[config.mk]
export PLATFORM = sky130hd
export DESIGN_NAME = alu_result_pipe
export DESIGN_NICKNAME = d
export VERILOG_FILES = /design/src/rtl/alu_result_pipe.sv
export SDC_FILE = /design/constraint.sdc
export NUM_CORES = 1
export LEC_CHECK = 0
export BUFFER_PORTS_ARGS = -buffer_cell sky130_fd_sc_hd__buf_2
export CORE_UTILIZATION = 37
export DETAILED_ROUTE_END_ITERATION = 8
export GPL_TIMING_DRIVEN = 0
export PLACE_DENSITY_LB_ADDON = 0.08
export SYNTH_ARGS = -nofsm -noshare
export SYNTH_HDL_FRONTEND = slang
export SYNTH_SLANG_ARGS = --single-unit
[constraint.sdc]
create_clock -name Clk -period 3.4 [get_ports Clk]
set_input_delay 0.68 -clock Clk [delete_from_list [all_inputs] [get_ports Clk]]
set_output_delay 0.68 -clock Clk [all_outputs]
set_load 0.005 [all_outputs]
[src/rtl/alu_result_pipe.sv]
// Elastic DEPTH-stage valid/ready register pipe for ALU results.
// Empty stages always load, so bubbles collapse under output stall.
module alu_result_pipe #(
  parameter int WIDTH = 32,
  parameter int DEPTH = 2,
  localparam int CNT_W = $clog2(DEPTH + 1)
) (
  input  logic             Clk,
  input  logic             Reset,
  input  logic             Flush,
  input  logic             In_Valid,
  output logic             In_Ready,
  input  logic [WIDTH-1:0] ALUResult,
  output logic             Out_Valid,
  input  logic             Out_Ready,
  output logic [WIDTH-1:0] Result,
  output logic             Result_Zero,
  output logic [CNT_W-1:0] Count
);

  logic [DEPTH-1:0]            v_q, v_d;
  logic [DEPTH-1:0][WIDTH-1:0] data_q, data_d;
  logic [CNT_W-1:0]            count_q, count_d;
  logic [DEPTH-1:0]            rdy;
  logic                        in_xfer, out_xfer;

  // Ready chain: a stage can load if it is empty or its successor can load.
  always_comb begin
    logic chain;
    chain = Out_Ready;
    rdy   = '0;
    for (int i = DEPTH - 1; i >= 0; i--) begin
      chain  = !v_q[i] | chain;
      rdy[i] = chain;
    end
  end

  assign In_Ready    = Reset & rdy[0] & !Flush;
  assign Out_Valid   = v_q[DEPTH-1];
  assign Result      = data_q[DEPTH-1];
  assign Result_Zero = (Result == '0);
  assign Count       = count_q;
  assign in_xfer     = In_Valid & In_Ready;
  assign out_xfer    = Out_Valid & Out_Ready;

  // Data only moves with a valid token; invalid loads keep the old value.
  always_comb begin
    v_d    = v_q;
    data_d = data_q;
    if (Flush) begin
      v_d = '0;
    end else begin
      if (rdy[0]) begin
        v_d[0] = In_Valid;
        if (In_Valid) data_d[0] = ALUResult;
      end
      for (int i = 1; i < DEPTH; i++) begin
        if (rdy[i]) begin
          v_d[i] = v_q[i-1];
          if (v_q[i-1]) data_d[i] = data_q[i-1];
        end
      end
    end
  end

  always_comb begin
    count_d = count_q;
    if (Flush)                    count_d = '0;
    else if (in_xfer && !out_xfer) count_d = count_q + 1'b1;
    else if (!in_xfer && out_xfer) count_d = count_q - 1'b1;
  end

  always_ff @(posedge Clk or negedge Reset) begin
    if (!Reset) begin
      v_q     <= '0;
      data_q  <= '0;
      count_q <= '0;
    end else begin
      v_q     <= v_d;
      data_q  <= data_d;
      count_q <= count_d;
    end
  end

endmodule

==> summary.md <==
| Metric | Value |
|---|---|
| Status | finished, final reports clean |
| Largest net degree at the start of global routing | 70 |
| Die X | 92.8 µm |
| Hold Buf Count CTS | 0 |
| Via density per instance | 4.48 |
| Tot Pwr | 0.00239 W |
| Share of cells above drive strength 1 | 0.659 |
| Core Region | 0.00785 mm² |
| Setup TNS | 0 ns |
| H-tree levels | 3 |
| Max Freq | 0.440 GHz |
| Unrepaired setup endpoints after global routing | no |
| Share of the yosys chip area belonging to registers | 0.558 |
| Max-slew violations | 0 |
| Residual DRC count | 0 |
| Reg2reg start | v_q[1]$_DFFE_PN0P_ |
| Netlist cell types | 22 |
| Reg area | 0.00170 mm² |
| Routability cong. | 0.667 |
| Placed Cells | 377 |
| Post-CTS setup buffer count | 0 |
| Number of global-route vias before repair | 1815 |
| Post-route ant nets | 0 |
| Worst skew pair latency | 0.33 ns |
| Global-route wire length before repair | 9140 µm |
| # diodes | 0 |
| Initial antenna violation count | 0 |
| Slew HR | 0.742 |
| YS warnings | 0 |
| Max-Cap Viols | 0 |
| Crit. End Element | primary output |
| Area occupied by multi-input gates | 0.00104 mm² |
| Global route overflow | 0 |
| PortBufs | 73 |
| R2r setup slk | 1.79 ns |
| Crit Path Max Fanout | 3 |
| Ports | 74 |
| Dpl cell area | 0.00357 mm² |
| Die ar. | 0.00861 mm² |
| Layout Cells excl Fill | 392 |
| Initial core utilization | 0.389 |
| Mapped Nets | 238 |
| CTS Buffer Depth | 2 |
| Asr flop ratio synth | 1.00 |
| Synth Cell Area | 0.00305 mm² |
| # nets final | 323 |
| Initial drt markers | 24 |
| # rows | 32 |
| Tcrit/Tclk final | 0.668 |
| Post-synth top area share | 0.558 |
| R2R Path End | Result[17]$_DFFE_PN0P_ |
| Mapped Cells | 201 |
| Measured slew at the worst slew-check pin | 0.383 ns |
| Worst min path class | input port to async pin |
| Syn_area_per_cell | 15.2 µm² |
| Clock root buffer | clkbuf_8 |
| Worst vdd ir | 0.240 mV |
| Power per cell area | 633 mW/mm² |
| Setup crit end | Result_Zero |
| Clock-pin slew on the worst setup and hold paths | 0.07 ns |
| Area Overhead vs Synth | 23.8% |
| Fill cells | 751 |
| Wire length per cell | 14.4 µm |
| Clock sinks | 68 |
| Final setup viols | 0 |
| Die H | 92.8 µm |
| TritonCTS clock tree | done |
| Final HPWL DP | 3820 µm |
| Final min period | 2.27 ns |
| Final wirelength | 5630 µm |
| Hold Vio Cnt, Final | 0 |
| Final Skew | 0.00482 ns |
| Cts bufs inserted | 9 |
| Number of synthesized register bits | 68 |
| CP required | 2.72 ns |
| Crit path DAT | 1.59 ns |
| Cell taking the most area after synthesis | dfrtp_1 |
| Most frequent cell after synthesis | dfrtp_1 |
| First drt pass iteration count | 2 |
| Post-synth EDFFs | 0 |
| Synth area leaders | dfrtp_1 56%, mux2_4 15%, mux2_2 12% |
| Startpoint types | register |
| Worst Reg-to-Reg Cells | 4 |
| Primary FF master, synth | dfrtp_1 |
| Worst setup path class | register to primary output |
| Setup crit start | Result[1]$_DFFE_PN0P_ |
| Post-cts sizing count | 0 |
| Design Area, Final | 0.00377 mm² |
| Commonest cells post-synth | 68 x dfrtp_1, 32 x buf_4, 32 x mux2_2 |
| GR Util All Layers | 0.141 |
| Leak | 1.87 nW |
| Vias | 1758 |
worst min-delay path by stage:
stage               slack (ns)                   from  cells past startpoint               endpoint
finish                    0.12                  Reset                      1  data_q[7]$_DFFE_PN0P_
global route              0.10                  Reset                      1  data_q[7]$_DFFE_PN0P_
CTS                       0.11                  Reset                      1  data_q[7]$_DFFE_PN0P_
detailed placement        0.48                  Reset                      1  data_q[7]$_DFFE_PN0P_
global placement          0.48  data_q[0]$_DFFE_PN0P_                      1  Result[0]$_DFFE_PN0P_
floorplan                 0.38                  Reset                      0   Count[0]$_DFFE_PN0P_
kinds of logic (layout without fill, tap and decap cells):
| logic type | Yosys count | count (layout) | synth area share |
|---|---|---|---|
| flops | 68 | 68 | 0.558 |
| xor+xnor | 1 | 1 | 0.00287 |
| compound gates | 4 | 4 | 0.00862 |
| simple gates | 25 | 25 | 0.0529 |
| mux | 65 | 65 | 0.277 |
| buf+inv | 38 | 127 | 0.101 |
critical path, cell delays in order, from the launching register on:
cell,delay [ns]
dfrtp_1,0.40
nor4_1,0.40
nand4_1,0.22
nor2_1,0.12
buf_2,0.13
layer usage:
layer	GRT usage	up-vias	wire length (µm)
met5	0	-	0
met4	0.0577	0	76
met3	0.0476	6	318
met2	0.211	53	2470
met1	0.185	856	2770
li1	-	843	-
sequential cells by signal, indices dropped and copies added, names as in the netlist:
register / flops
Result: 32
data_q: 32
Count: 2
v_q: 2
layout by cell type, fill, tap and decap left out, drive strengths merged:
cell type / count
a21oi: 2
and2: 1
buf: 112
bufinv: 1
clkbuf: 14
dfrtp: 68
mux2: 64
mux2i: 1
nand2: 3
nand4: 2
nor2: 5
nor2b: 1
nor3: 1
nor3b: 4
nor4: 8
o21a: 1
o21ai: 1
xnor2: 1
power by group:
group	leakage (nW)	switching, W	internal [W]
combinational	0.953	0.000179	0.000413
clock	0.103	0.000284	0.000396
sequential	0.810	0.000130	0.000987
metrics by stage:
step	setup slack (ns)	util	hold WS [ns]
floorplan	1.65	-	0.384
global placement	0.405	0.451	0.478
detailed placement	1.31	0.455	0.478
CTS	1.07	0.481	0.106
global route	1.02	0.481	0.104
finish	1.13	0.481	0.124
final cells by class:
type / instances / area share
flip-flops and latches: 68 / 0.451
multi-input cells: 95 / 0.275
repair buffers: 74 / 0.105
plain buffers: 38 / 0.0815
clock buffers: 14 / 0.0457
well taps: 102 / 0.0338
clock inverters: 1 / 0.00795
Power figures use the tool's default switching activity.
